[config.mk]
export PLATFORM = sky130hd
export DESIGN_NAME = surf_dna_reader
export DESIGN_NICKNAME = d
export VERILOG_FILES = /design/src/rtl/surf_dna_reader.sv
export SDC_FILE = /design/constraint.sdc
export NUM_CORES = 1
export LEC_CHECK = 0
export ABC_AREA = 1
export CAP_MARGIN = 20
export CORE_UTILIZATION = 54
export CTS_BUF_LIST = sky130_fd_sc_hd__clkbuf_4
export DETAILED_ROUTE_END_ITERATION = 16
export HOLD_SLACK_MARGIN = 0.06
export PLACE_DENSITY = 0.89
export SETUP_SLACK_MARGIN = 0.1
export SYNTH_ARGS = -nofsm -noshare
export SYNTH_HDL_FRONTEND = slang
export SYNTH_SLANG_ARGS = --single-unit
[constraint.sdc]
create_clock -name wb_clk_i -period 4.3 [get_ports wb_clk_i]
set_clock_uncertainty 0.1 [all_clocks]
set_input_delay 0.86 -clock wb_clk_i [delete_from_list [all_inputs] [get_ports wb_clk_i]]
set_output_delay 0.86 -clock wb_clk_i [all_outputs]
set_load 0.05 [all_outputs]
[src/rtl/surf_dna_reader.sv]
// Wishbone master that reads the 96-bit device DNA from a SURF ID/control target.
// It first checks the DEVICE word. It then pulses the DNA load bit, then shifts
// the DNA out one bit per read. Every transaction is followed by an idle gap cycle.
module surf_dna_reader #(
  parameter logic [10:0] BASE_ADR  = 11'h000,
  parameter logic [31:0] DEVICE_ID = 32'h53555246,
  parameter int unsigned TIMEOUT   = 255
) (
  input  logic        wb_clk_i,
  input  logic        wb_rst_n_i,
  input  logic        start_i,
  output logic        wb_cyc_o,
  output logic        wb_stb_o,
  output logic        wb_we_o,
  output logic [10:0] wb_adr_o,
  output logic [31:0] wb_dat_o,
  output logic [3:0]  wb_sel_o,
  input  logic        wb_ack_i,
  input  logic        wb_err_i,
  input  logic        wb_rty_i,
  input  logic [31:0] wb_dat_i,
  output logic        busy_o,
  output logic        done_o,
  output logic [95:0] dna_o,
  output logic        dna_valid_o,
  output logic        err_o,
  output logic [1:0]  err_code_o
);

  typedef enum logic [2:0] {IDLE, ID_RD, LOAD_WR, SHIFT_RD, GAP, FINISH} state_t;
  // Records which transaction the GAP cycle just followed, so GAP knows what comes next.
  typedef enum logic [1:0] {K_ID, K_LOAD, K_SHIFT, K_LAST} kind_t;

  localparam logic [10:0] DNA_ADR  = BASE_ADR + 11'h008;
  localparam logic [7:0]  WAIT_MAX = 8'(TIMEOUT - 1);

  state_t     state, state_nxt;
  kind_t      last_kind;
  logic [6:0] bitcnt;
  logic [7:0] wait_cnt;
  logic       in_bus, set_code, acked;
  logic [1:0] code_nxt;

  // Holds the state register.
  always_ff @(posedge wb_clk_i) begin
    if (!wb_rst_n_i) state <= IDLE;
    else             state <= state_nxt;
  end

  // Computes the next state and the bus outputs. The bus outputs are decoded from
  // state, so they stay stable for the whole transaction.
  always_comb begin
    state_nxt = state;
    in_bus    = 1'b0;
    set_code  = 1'b0;
    code_nxt  = 2'b00;
    acked     = 1'b0;
    wb_we_o   = 1'b0;
    wb_adr_o  = '0;
    wb_dat_o  = '0;
    wb_sel_o  = '0;
    case (state)
      IDLE:     if (start_i) state_nxt = ID_RD;
      ID_RD:    begin in_bus = 1'b1; wb_adr_o = BASE_ADR; wb_sel_o = 4'b1111; end
      LOAD_WR:  begin
        in_bus   = 1'b1;
        wb_adr_o = DNA_ADR;
        wb_we_o  = 1'b1;
        wb_dat_o = 32'h8000_0000;
        wb_sel_o = 4'b1000;
      end
      SHIFT_RD: begin in_bus = 1'b1; wb_adr_o = DNA_ADR; wb_sel_o = 4'b1111; end
      GAP: begin
        case (last_kind)
          K_ID:    state_nxt = LOAD_WR;
          K_LOAD:  state_nxt = SHIFT_RD;
          K_SHIFT: state_nxt = SHIFT_RD;
          default: state_nxt = FINISH;
        endcase
      end
      FINISH:   state_nxt = IDLE;
      default:  state_nxt = IDLE;
    endcase
    // Response decode. err/rty beat ack. Timeout only applies when nothing answered.
    if (in_bus) begin
      if (wb_err_i || wb_rty_i) begin
        state_nxt = FINISH; set_code = 1'b1; code_nxt = 2'b11;
      end else if (wb_ack_i) begin
        if (state == ID_RD && wb_dat_i != DEVICE_ID) begin
          state_nxt = FINISH; set_code = 1'b1; code_nxt = 2'b01;
        end else begin
          state_nxt = GAP; acked = 1'b1;
        end
      end else if (wait_cnt == WAIT_MAX) begin
        state_nxt = FINISH; set_code = 1'b1; code_nxt = 2'b10;
      end
    end
    wb_cyc_o = in_bus;
    wb_stb_o = in_bus;
    busy_o   = (state != IDLE);
    done_o   = (state == FINISH);
  end

  // Handles the datapath: wait counter, DNA bit capture, sequencing and status flags.
  always_ff @(posedge wb_clk_i) begin
    if (!wb_rst_n_i) begin
      last_kind   <= K_ID;
      bitcnt      <= '0;
      wait_cnt    <= '0;
      dna_o       <= '0;
      dna_valid_o <= 1'b0;
      err_o       <= 1'b0;
      err_code_o  <= 2'b00;
    end else begin
      wait_cnt <= in_bus ? wait_cnt + 8'd1 : 8'd0;
      if (state == IDLE && start_i) begin
        dna_valid_o <= 1'b0;
        err_o       <= 1'b0;
        err_code_o  <= 2'b00;
        bitcnt      <= '0;
      end
      if (set_code) err_code_o <= code_nxt;
      if (acked) begin
        case (state)
          ID_RD:   last_kind <= K_ID;
          LOAD_WR: last_kind <= K_LOAD;
          default: begin
            dna_o[bitcnt] <= wb_dat_i[0];
            last_kind     <= (bitcnt == 7'd95) ? K_LAST : K_SHIFT;
            bitcnt        <= (bitcnt == 7'd95) ? 7'd0 : bitcnt + 7'd1;
          end
        endcase
      end
      if (state == FINISH) begin
        dna_valid_o <= (err_code_o == 2'b00);
        err_o       <= (err_code_o != 2'b00);
      end
    end
  end

endmodule

# Word level (Yosys, flattened, before mapping)
# Cells that the tools add are included.
[totals]
reg_bits = 120
input_bits = 38
out_inout_bits = 152
elab_cells = 82
[op_classes]
mux = 41
n_bitwise = 1
addsub = 2
n_lt_le_gt_ge = 2
reduce_logical = 18
eq_ne = 10
[op_table]
columns = ["cell", "n"]
rows = [
  ["bitwise mux 96 bit", 1],
  ["2-to-1 mux 32 bit", 1],
  ["inequality test 32 x 31 -> 1 bit, second input constant", 1],
  ["2-to-1 mux 7 bit", 4],
  ["2-to-1 mux 1 bit", 18],
  ["2-to-1 mux 3 bit", 5],
  ["2-to-1 mux 2 bit", 6],
  ["one-hot mux 3 bit (3 select lines)", 1],
  ["adder 8 x 1 -> 8 bit, second input constant", 1],
  ["equality test 8 bit, second input constant", 1],
  ["< comparator 7 x 8 -> 1 bit, second input constant", 1],
  ["one-hot mux 4 bit (2 select lines)", 1],
  ["OR reduction 2 bit", 4],
  ["adder 7 x 1 -> 7 bit, second input constant", 1],
  ["demux 1 bit (select 7 bit)", 1],
  ["equality test 7 bit, second input constant", 1],
  ["greater-or-equal comparator 7 x 1 -> 1 bit, second input constant", 1],
  ["equality test 3 x 2 -> 1 bit, second input constant", 2],
  ["equality test 3 bit, second input constant", 2],
  ["one-hot mux 3 bit (2 select lines)", 1],
  ["nonzero test 2 bit", 3],
  ["logical NOT 2 bit", 2],
  ["2-to-1 mux 4 bit", 1],
  ["one-hot mux 2 bit (2 select lines)", 1],
  ["10 further kinds", 13],
]

# Logic depth before layout (Yosys ltp)
[depth]
word_depth = 8
ltp_mapped = 13
mapped_depth_nobuf = 12

# Worst setup path after synthesis
# OpenSTA, ideal clock, no wires.
[synth_timing]
kind = "register -> output"
from = "register state[2]"
to = "output port wb_dat_o[31]"
required_time_ns = 3.340
slack_ns = 1.576
stages_incl_launch_ff = 6
path_buffers = 2
arrival_time_ns = 1.764
cell_sequence = "dfxtp_1 -> buf_4 -> nor2_2 -> nand2_1 -> inv_1 -> buf_4"
[synth_via]
elab_chain_cells = 2
[synth_rtl]
columns = ["item", "line_no", "rtl"]
rows = [
  ["from (decl)", "37", "state_t state, state_nxt;"],
  ["from (signal assigned)", "47", "else state <= state_nxt;"],
  ["equality test 3 x 2 -> 1 bit", "62", "case (state)"],
  ["2-to-1 mux 32 bit", "62", ""],
  ["to (decl)", "16", "output logic [31:0] wb_dat_o,"],
]
# Every way passes these cells.

# Worst setup path in the final report
[layout_timing]
from = "register state[2]"
to = "output port done_o"
[layout_via]
elab_chain_cells = 1
[layout_rtl]
columns = ["item", "line_no", "rtl"]
rows = [
  ["equality test 3 bit", "101", "done_o = (state == FINISH);"],
  ["to (decl)", "23", "output logic done_o,"],
]
# Every way passes these cells.

==> results.ini <==
[min_path]
min_path_type = register to register

[placement]
hpwl_mm = 11.3
routabilityCongestion = 0.858
port_buffers = 148

[synth]
synth_seq_area_share_pct = 36.0
synth_ff_type = dfxtp_1
yosysMostFrequentCell = nand4_1
yosys.area.top_type = dfxtp_1
synth.avg_cell_area_um2 = 6.87
synth_commonest_cells = nand4_1 (196), nand2_1 (164), nor2_1 (125), dfxtp_1 (120), a21oi_1 (113)
synth_top_area_share_pct = 36.0
synth_cells = 972
ys_warn_count = 0
synth_edf_count = 0
syn_area_um2 = 6670
synth_area_leaders = dfxtp_1 (36%), nand4_1 (18%), nand2_1 (9.2%)
async_flop_share_pct = 0
ys_ff_latch = 120
yosysUniqueCellTypes = 31

[setup_path]
cp_slowest_stage_delay_ns = 0.92
crit_path_max_fanout = 8
path_class = register to output port
endpoint_kind = output port
worstPathRequired_ns = 3.34
slowest_stage = clkdlybuf4s50_1
path_delay_family = buffers and inverters
cp_num_buf_inv = 2
arrival_ns = 2.57
cp_cell_sequence = inv_1 > nor3_1 > clkdlybuf4s50_1
cp-start-kind = register

[die]
num_rows = 40
initial_utilization_pct = 55.6
fp.dieH_um = 113
die_area_um2 = 12800
die_w_um = 113
core_um2 = 12000
io_pins = 190

[grt]
antenna_found_initial = 1
grt_pass1_wl_mm = 29.7
grt_usage_pct = 28.3
grt_overflow_total = 0
grt_pass1_vias = 6094
grt_max_degree = 105

[clock_tree]
root_buffer = clkbuf_4
post-cts-setup-buffer-count = 0
path_clk_slew_ns = 0.12
clock_insertion_delay_worst_skew_ns = 0.51
cts_buffer_depth = 2
clock-sinks = 120
ctsHoldBuffers = 0
cts_made_buffers = 17
htree_levels = 4
post_cts_resized = 0
cts_tree = built

[routing]
dr.pass1.iters = 7
ant_nets = 0
vias = 7245
drc_errors = 0
routedWlPerCell_um = 15.3
routed_wirelength_mm = 18.6
via_per_inst = 5.96
drt-initial-drc-count = 885

[power_and_ir_drop]
power_leakage_nw = 2.59
power_w = 0.00320
irDropWorstVdd_uv = 308
p_per_area_nw_per_um2 = 393

[sta]
slew_violations = 0
clock.fmax_ghz = 0.283
period_share_pct = 82.1
min_period_ns = 3.53
setup_viol = 0
rsz0062_at_grt = no
relSlewSlack_pct = 31.1
tightest_slew_ns = 1.03
finalSetupTns_ns = 0
report.final.hold_viol_count = 0

[status]
status = completed

[finish]
syn_to_final_growth_pct = 21.9
fin_nets = 1096
drive_gt1_share_pct = 5.15

[run]
drv_cap = 0

## metal layers
| layer | GRT usage (%) | share of wire, % | up-vias |
|---|---|---|---|
| met3 | 4.50 | 8.9 | 48 |
| met1 | 38.1 | 42 | 3315 |
| met4 | 12.1 | 2.4 | 0 |
| met2 | 45.0 | 47 | 397 |
| met5 | 0 | 0 | - |
| li1 | - | - | 3485 |
## worst min-delay path, stage by stage, from the launching register on
cell and delay, ns:
dfxtp_1 0.33, nand2_1 0.06, a21oi_1 0.05
## report_power, final
part           internal [W]  switching [W]
Sequential          0.00113      0.0000272
Clock              0.000356       0.000491
Combinational      0.000240       0.000946
## placed cells by master, fill, tap and decap left out, drive strengths merged
master         instances
nand4                196
nand2                167
clkdlybuf4s50        147
nor2                 128
dfxtp                120
a21oi                114
inv                   51
conb                  41
nand3                 39
clkbuf                17
buf                   10
o21ai                  8
clkinv                 5
nor3                   4
xor2                   3
ha                     3
xnor2                  2
nor3b                  2
bufinv                 2
clkinvlp               2
diode                  1
o31ai                  1
a31oi                  1
or2                    1
o21a                   1
o211ai                 1
a22oi                  1
nand3b                 1
## sequential cells by signal, summed over array words and instances, names as in the netlist
signal       count
dna_o           96
last_kind        2
wait_cnt         8
state            3
err_code_o       2
err_o            1
bitcnt           7
dna_valid_o      1
## per-stage QoR
stage | utilization (%) | worst slack (ns) | area [µm²] | std cells | hold slack (ns)
after global placement | 65.3 | 1.09 | 7840 | 1183 | 0.345
final | 67.7 | 0.769 | 8140 | 1216 | 0.372
after CTS | 67.7 | 0.791 | 8130 | 1215 | 0.372
after detailed placement | 65.3 | 1.03 | 7840 | 1183 | 0.355
after floorplan | - | 1.58 | 6820 | 1012 | 0.330
after global routing | 67.7 | 0.693 | 8140 | 1216 | 0.390
## final timing paths
path / startpoint / to / slack [ns] / cells past startpoint
worst min register to register: dna_o[76] / dna_o[76] / 0.37 / 2
worst max register to register: state[2] / dna_o[18] / 1.54 / 7
worst max-delay path: state[2] / done_o / 0.77 / 3
worst min-delay path: dna_o[76] / dna_o[76] / 0.37 / 2
## layout make-up
type / instances / area [µm²]
fill: 1043 / 3870
multi-input combinational: 714 / 3490
sequential: 120 / 2400
timing repair buffer: 157 / 1590
tap: 147 / 184
inverter: 45 / 171
clock inverter: 15 / 164
clock buffer: 17 / 128
antenna: 1 / 2.50
## cells by family (layout without fill, tap and decap cells)
kind of cell | count (synthesis) | after routing | share of synthesized area, %
xor+xnor | 5 | 5 | 0.656
fa+ha+maj | 3 | 3 | 0.562
simple gates | 538 | 538 | 38.9
compound gates | 127 | 127 | 9.75
other cells | 1 | 42 | 0.0562
flops | 120 | 120 | 36.0
buf+inv | 178 | 234 | 14.1
No activity file was read; power rests on OpenSTA's default activity.
